<file path="src/rtl/boss_hit_arbiter.sv">
// Boss damage judge: tests N bullets against the boss hitbox, consumes hits,
// applies one damage point per hit cycle and runs ALIVE/INVULN/BOOM/REVIVE.
// Ports: clk, rst (async, active-high); boss_x/boss_y/boss_en boss pose;
//   bul_x/bul_y/bul_vld packed bullet channels; bul_kill per-bullet consume
//   pulse; hit damage pulse; hp health; boom/revive/invuln state flags.
module boss_hit_arbiter #(
  parameter int N_BUL    = 4,
  parameter int CW       = 10,
  parameter int HP_W     = 4,
  parameter int HP_MAX   = 10,
  parameter int BOSS_W   = 128,
  parameter int BOSS_H   = 128,
  parameter int BUL_W    = 10,
  parameter int BUL_H    = 40,
  parameter int Y_OFS    = 480,
  parameter int INV_CYC  = 150000,
  parameter int BOOM_CYC = 2000000,
  parameter int REV_CYC  = 375000
) (
  input  logic                clk,
  input  logic                rst,
  input  logic [CW-1:0]       boss_x,
  input  logic [CW-1:0]       boss_y,
  input  logic                boss_en,
  input  logic [N_BUL*CW-1:0] bul_x,
  input  logic [N_BUL*CW-1:0] bul_y,
  input  logic [N_BUL-1:0]    bul_vld,
  output logic [N_BUL-1:0]    bul_kill,
  output logic                hit,
  output logic [HP_W-1:0]     hp,
  output logic                boom,
  output logic                revive,
  output logic                invuln
);

  localparam int AW = CW + 2;

  typedef enum logic [1:0] {
    S_ALIVE,
    S_INVULN,
    S_BOOM,
    S_REVIVE
  } state_e;

  state_e            state_q, state_d;
  logic [31:0]       timer_q, timer_d;
  logic [HP_W-1:0]   hp_q, hp_d;
  logic              hit_q, hit_d;
  logic [N_BUL-1:0]  kill_q, kill_d;

  logic [AW-1:0]     y_org;
  logic [AW-1:0]     x_lo, x_hi;
  logic [AW-1:0]     y_lo, y_hi;
  logic              det_en;
  logic [N_BUL-1:0]  hit_vec;

  // Hitbox bounds at CW+2 bits so neither the offset nor the
  // margins can wrap; the low bounds clamp at zero.
  always_comb begin
    y_org = AW'(boss_y) + AW'(Y_OFS);
    x_lo  = (AW'(boss_x) >= AW'(BUL_W)) ?
            AW'(boss_x) - AW'(BUL_W) : '0;
    x_hi  = AW'(boss_x) + AW'(BOSS_W);
    y_lo  = (y_org >= AW'(BUL_H)) ?
            y_org - AW'(BUL_H) : '0;
    y_hi  = y_org + AW'(BOSS_H);
  end

  assign det_en = boss_en &
                  ((state_q == S_ALIVE) | (state_q == S_INVULN));

  always_comb begin
    hit_vec = '0;
    for (int i = 0; i < N_BUL; i++) begin
      hit_vec[i] = bul_vld[i] & det_en
        & (AW'(bul_x[i*CW +: CW]) >= x_lo)
        & (AW'(bul_x[i*CW +: CW]) <  x_hi)
        & (AW'(bul_y[i*CW +: CW]) >  y_lo)
        & (AW'(bul_y[i*CW +: CW]) <  y_hi);
    end
  end

  always_comb begin
    state_d = state_q;
    timer_d = timer_q;
    hp_d    = hp_q;
    hit_d   = 1'b0;
    kill_d  = '0;
    unique case (state_q)
      S_ALIVE: begin
        kill_d = hit_vec;
        if (|hit_vec && hp_q != '0) begin
          hit_d = 1'b1;
          hp_d  = hp_q - 1'b1;
          if (hp_d == '0) begin
            state_d = S_BOOM;
            timer_d = 32'(BOOM_CYC - 1);
          end else begin
            state_d = S_INVULN;
            timer_d = 32'(INV_CYC - 1);
          end
        end
      end
      S_INVULN: begin
        kill_d = hit_vec;
        if (timer_q == '0) state_d = S_ALIVE;
        else               timer_d = timer_q - 1;
      end
      S_BOOM: begin
        if (timer_q == '0) begin
          state_d = S_REVIVE;
          timer_d = 32'(REV_CYC - 1);
          hp_d    = HP_W'(HP_MAX);
        end else begin
          timer_d = timer_q - 1;
        end
      end
      S_REVIVE: begin
        if (timer_q == '0) state_d = S_ALIVE;
        else               timer_d = timer_q - 1;
      end
    endcase
  end

  always_ff @(posedge clk or posedge rst) begin
    if (rst) begin
      state_q <= S_ALIVE;
      timer_q <= '0;
      hp_q    <= HP_W'(HP_MAX);
      hit_q   <= 1'b0;
      kill_q  <= '0;
    end else begin
      state_q <= state_d;
      timer_q <= timer_d;
      hp_q    <= hp_d;
      hit_q   <= hit_d;
      kill_q  <= kill_d;
    end
  end

  assign bul_kill = kill_q;
  assign hit      = hit_q;
  assign hp       = hp_q;
  assign boom     = (state_q == S_BOOM);
  assign revive   = (state_q == S_REVIVE);
  assign invuln   = (state_q == S_INVULN);

endmodule

</file>
<file path="config.mk">
export PLATFORM = sky130hd
export DESIGN_NAME = boss_hit_arbiter
export DESIGN_NICKNAME = d
export VERILOG_FILES = /design/src/rtl/boss_hit_arbiter.sv
export SDC_FILE = /design/constraint.sdc
export NUM_CORES = 1
export LEC_CHECK = 0
export CORE_ASPECT_RATIO = 1.4
export CORE_MARGIN = 4
export CORE_UTILIZATION = 50
export DETAILED_ROUTE_END_ITERATION = 6
export DONT_BUFFER_PORTS = 1
export GPL_TIMING_DRIVEN = 0
export MAX_ROUTING_LAYER = met4
export SLEW_MARGIN = 25
export SYNTH_ARGS = -nofsm -noshare
export SYNTH_HDL_FRONTEND = slang
export SYNTH_SLANG_ARGS = --single-unit
</file>
<file path="constraint.sdc">
create_clock -name clk -period 5.4 [get_ports clk]
set_input_delay 1.35 -clock clk [delete_from_list [all_inputs] [get_ports clk]]
set_output_delay 1.35 -clock clk [all_outputs]
set_load 0.005 [all_outputs]
</file>
After elaboration in Yosys (flattened, before gate mapping)
Index checks and enable logic that the tools add are counted.
- $add $sub $neg: 7
- multiply operators: 0
- divide/modulo/power cells: 0
- magnitude comparators: 18
- eq/ne operators: 7
- shifts and indexed selects: 0
- mux-type cells: 18
- bitwise logic cells: 22
- reductions and logical operators: 12
- operator list (kind ; number):
    32-bit 2-to-1 mux ; 3
    32-bit one-hot mux with 3 select lines ; 1
    10-bit by 12-bit >= comparator with 1-bit output ; 4
    10-bit by 12-bit > comparator with 1-bit output ; 4
    10-bit by 12-bit < comparator with 1-bit output ; 4
    10-bit by 11-bit < comparator with 1-bit output ; 4
    32-bit zero test ; 1
    32-bit by 1-bit subtractor with 32-bit output, second input constant ; 1
    12-bit 2-to-1 mux ; 2
    1-bit AND ; 21
    21-bit 2-to-1 mux ; 1
    11-bit by 8-bit adder with 12-bit output, second input constant ; 1
    4-bit 2-to-1 mux ; 3
    11-bit by 6-bit subtractor with 12-bit output, second input constant ; 1
    10-bit by 8-bit adder with 11-bit output, second input constant ; 1
    10-bit by 9-bit adder with 11-bit output, second input constant ; 1
    11-bit by 6-bit >= comparator with 1-bit output, second input constant ; 1
    10-bit by 4-bit subtractor with 11-bit output, second input constant ; 1
    10-bit by 4-bit >= comparator with 1-bit output, second input constant ; 1
    2-bit 2-to-1 mux ; 4
    4-bit one-hot mux with 2 select lines ; 1
    2-bit by 1-bit inequality test with 1-bit output, second input constant ; 3
    2-bit one-hot mux with 3 select lines ; 1
    3-bit AND reduction ; 2
    14 further kinds ; 17
- flip-flop bits (word level): 43
- latch bits: 0
- bits in writable memories: 0
- bits in read-only memories: 0
- input port bits: 107
- memories kept: 0

Logic depth before layout (Yosys ltp)
- depth after elaboration: 12
- mapped depth: 18
- gate-level depth less buffers: 17

Worst setup path before layout
No wires, ideal clock.
- path type: input to register
- start: input boss_x[6]
- end: register hp_q[1] (netlist: hp[1])
- library setup time: 85 ps
- arrival: 5287 ps
- slack: 29 ps
- stages: 16
- buffers on the path: 1
- path through: nor3_1 > nor4b_1 > and4_1 > or3_1 > clkbuf_1 > and2_1 > ha_1 > nand2b_1 > a211oi_1 > o21ai_1 > a21o_1 > a2111oi_0 > nor4_4 > o41a_4 > o21ai_1 > mux2_1
- cells in the longest elaborated chain, start to end: 11
- elaborated cells on any way between the ends: 32
- those cells by class: add/sub: 2; order compare: 9; eq/ne: 1; mux: 1; bitwise: 16; reduce/logical: 3
- RTL lines (item ; line ; text):
    start, declared ; 22 ; input logic [CW-1:0] boss_x,
    10-bit by 4-bit subtractor with 11-bit output / 10-bit by 4-bit >= comparator with 1-bit output (equally long branches) ; 62, 61 ;
    12-bit 2-to-1 mux ; 61 ; x_lo = (AW'(boss_x) >= AW'(BUL_W)) ?
    10-bit by 12-bit >= comparator with 1-bit output ; 76 ; & (AW'(bul_x[i*CW +: CW]) >= x_lo)
    1-bit AND ; 76 ;
    1-bit AND ; 77 ; & (AW'(bul_x[i*CW +: CW]) < x_hi)
    1-bit AND ; 78 ; & (AW'(bul_y[i*CW +: CW]) > y_lo)
    1-bit AND ; 79 ; & (AW'(bul_y[i*CW +: CW]) < y_hi);
    4-bit OR reduction * ; 92 ; if (|hit_vec && hp_q != '0) begin
    1-bit logical AND * ; 92 ;
    2-bit by 1-bit inequality test with 1-bit output (no line) * ; - ;
    3-bit AND reduction (no line) * ; - ;
    end signal, assigned ; 129 ; hp_q <= HP_W'(HP_MAX);
    end signal, assigned ; 135 ; hp_q <= hp_d;
    end, declared ; 47 ; logic [HP_W-1:0] hp_q, hp_d;
Every way passes the cells marked *; elsewhere a longest branch is shown, timed or not.
A chain may end at the register's enable or synchronous reset.

Final worst setup path
- start: input boss_y[5]
- end: register timer_q[7]
- cells in the longest elaborated chain, start to end: 10
- elaborated cells on any way between the ends: 25
- those cells by class: add/sub: 3; order compare: 9; eq/ne: 1; mux: 1; bitwise: 8; reduce/logical: 3
- RTL lines (item ; line ; text):
    start, declared ; 23 ; input logic [CW-1:0] boss_y,
    10-bit by 9-bit adder with 11-bit output * ; 60 ; y_org = AW'(boss_y) + AW'(Y_OFS);
    11-bit by 6-bit subtractor with 12-bit output / 11-bit by 6-bit >= comparator with 1-bit output (equally long branches) ; 65, 64 ;
    12-bit 2-to-1 mux ; 64 ; y_lo = (y_org >= AW'(BUL_H)) ?
    10-bit by 12-bit > comparator with 1-bit output ; 78 ;
    1-bit AND ; 78 ;
    1-bit AND ; 79 ;
    4-bit OR reduction * ; 92 ;
    1-bit logical AND * ; 92 ;
    2-bit by 1-bit inequality test with 1-bit output (no line) * ; - ;
    2-bit AND reduction (no line) * ; - ;
    end signal, assigned ; 134 ; timer_q <= timer_d;
    end, declared ; 46 ; logic [31:0] timer_q, timer_d;
Marks and branches as above.

==> results.toml <==
[placed_design]
place_ws_ps = -896
placed_cells = 918
place_area_sq_um = 6680
dp_hpwl_mm = 16.6
portBuffers = 0
place.gp.congestion = 0.927

[setup_path]
cp_max_fo = 9
rr_startpoint = "timer_q[0]$_DFFE_PP0P_"
cp_data_arrival_time_ps = 5270
worstSetupPathType = "in -> reg"
required_ps = 5570
r2r_setup_slack_ps = 1880
r2r_cells = 12
start_kind = "input port"
timing.rr.end = "timer_q[20]$_DFFE_PP0P_"
worstSetupEndpointType = "register"

[run]
drv_cap = 0

[power_and_ir_drop]
p_total_mw = 1.07
power_leakage_nw = 3.22
ir_drop_uv = 141
p_per_area_nw_per_um2 = 154

[hold_path]
hold_start = "timer_q[21]$_DFFE_PP0P_"
hold_path_depth = 1
holdCritPathClass = "reg -> reg"
hold_end = "timer_q[21]$_DFFE_PP0P_"

[route]
drc = 0
drt_first_pass_iters = 5
wl_per_cell_microns = 21.4
vias = 6064
drt_iter0_drc = 435
detail-route-antenna-nets = 0
wirelength_mm = 19.9
vias_per_cell = 6.51

[clock_network]
cts_tree = "built"
cts_buffer_depth = 2
cts.sinks = 43
cts_hold_buf = 0
cts_max_level = 2
clkTransAtPathRegs_ps = 60
worstSkewPairLatency_ps = 290
cts_made_buffers = 5
cts-root-buf = "clkbuf_16"

[finish]
drive_gt1_frac = 0.0653
utilization = 0.556
final_cell_mix = "ha_1, nand2_1, a21oi_1"
syn2layout_area_growth_pct = 7.41
mostFrequentLayoutCell = "ha_1"
diodes = 0
fin_cells = 931
fin_nets = 1051
fin_area_sq_um = 6950

[die]
ioPinCount = 119
die_w_microns = 104
rows = 48
start_util = 0.518
die_h_microns = 143
core_sq_um = 12500
die-area_sq_um = 14800

[sta]
fin_crit_ps = 5100
tightest_slew_ps = 663
setup_viol_count_final = 0
relSlewSlack = 0.553
timing.final.ws_setup_ps = 296
fin_skew_ps = 5.46
hold_viol_final = 0
fmax_mhz = 196
fin_crit_sh = 0.945
grt_setup_unrepaired = "false"
slew_viol_final = 0

[yosys]
ys_seq_area_frac = 0.167
synthFlopType = "dfrtp_1"
synth_area_sq_um = 6470
avgSynthCellArea_sq_um = 8.43
synthArstFlopShare = 1.00
netlist_instances = 767
synth_largest_area_cell = "ha_1"
synth_area_leaders = "ha_1, dfrtp_1, a21oi_1"
yosysUniqueCellTypes = 74
synthesis.nets = 1038
synth_top_area_share = 0.317
yosys_warnings = 0
ys_ff_latch = 43
synth_edf_count = 0

[global_route]
antenna_found_initial = 0
grt.overflow.total = 0
grt_usage = 0.274
grt_max_degree = 23
grt_first_pass_wirelength_mm = 32.0
grt_pass1_vias = 6213

[run_status]
outcome = "finished, final reports clean"
[per-layer routing]
| metal | vias up | global-route usage | share of wire | wire, microns |
|---|---|---|---|---|
| met1 | 2860 | 0.294 | 0.39 | 7690 |
| met3 | 52 | 0.0481 | 0.056 | 1110 |
| li1 | 2967 | - | - | - |
| met2 | 185 | 0.502 | 0.51 | 10200 |
| met4 | 0 | 0.111 | 0.045 | 894 |
| met5 | - | - | 0 | 0 |
[synthesized netlist by cell type (all sizes together) (14+ instances only)]
cell / n
a21oi: 63
nor2: 34
nand2: 63
dfrtp: 41
nand3: 27
nor3: 26
o21ai: 49
xnor2: 14
a21o: 18
ha: 164
inv: 43
nand2b: 15
[metrics by stage]
stage / TNS (ps) / hold slack, ps
3_3_place_gp: -25990 / 463
5_1_grt: 0 / 524
6_report: 0 / 474
3_5_place_dp: -26470 / 467
2_1_floorplan: 0 / 443
4_1_cts: 0 / 480
[state kept, by name (all words and copies together), names as in the netlist]
name	count
bul_kill	4
timer_q	32
hit	1
state_q	2
hp	4
[cells by family after synthesis]
kind of cell    after synthesis  synth area share
fa+ha+maj                   164             0.317
buf+inv                      64            0.0401
flops                        43             0.167
xor+xnor                     17            0.0265
compound gates              237             0.245
mux                           4           0.00677
simple gates                238             0.197
[worst max-delay path, cell delays in order]
cell and delay, ps:
inv_1 50, ha_1 250, xnor2_2 280, ha_1 190, a21boi_1 200, nor2_1 90, xnor2_2 210, ha_1 350
and4_1 180, nand3_1 150, a21oi_1 210, nor3_1 70, or4_1 560, nor3_4 290, o41a_4 290, o21ai_4 90
buf_4 170, o2bb2a_1 280
[cell type report]
| type | count | area (sq um) |
|---|---|---|
| plain buffers | 20 | 97.6 |
| fillers | 1175 | 5550 |
| multi-input cells | 660 | 5200 |
| flip-flops and latches | 43 | 1080 |
| inverters | 43 | 165 |
| well taps | 150 | 188 |
| clock inverters | 1 | 5.00 |
| clock buffers | 7 | 143 |
| repair buffers | 7 | 72.6 |
[report_power, final]
group          internal [mW]  total [mW]  switching (mW)
Sequential             0.323       0.323        0.000444
Clock                  0.184       0.310           0.127
Combinational          0.187       0.437           0.250
[how the worst max path moves through the flow]
stage | start | end | slack [ps] | depth (start not counted)
after global placement | boss_x[6] | timer_q[4]$_DFFE_PP0P_ | -890 | 17
after global routing | boss_y[5] | timer_q[3]$_DFFE_PP0P_ | 10 | 18
after detailed placement | boss_x[6] | timer_q[1]$_DFFE_PP0P_ | -900 | 17
after CTS | boss_x[1] | timer_q[1]$_DFFE_PP0P_ | 5 | 17
after floorplan | boss_x[6] | hp[1]$_DFFE_PP1P_ | 30 | 16
final | boss_y[5] | timer_q[7]$_DFFE_PP0P_ | 300 | 18
[timing repair]
item,4_1_cts,5_1_grt
setup buffers,0,6
pin swaps,0,3
hold endpoints to repair,0,0
setup endpoints to repair,39,38
resized for setup,5,10
(Power assumes the default switching activity.)
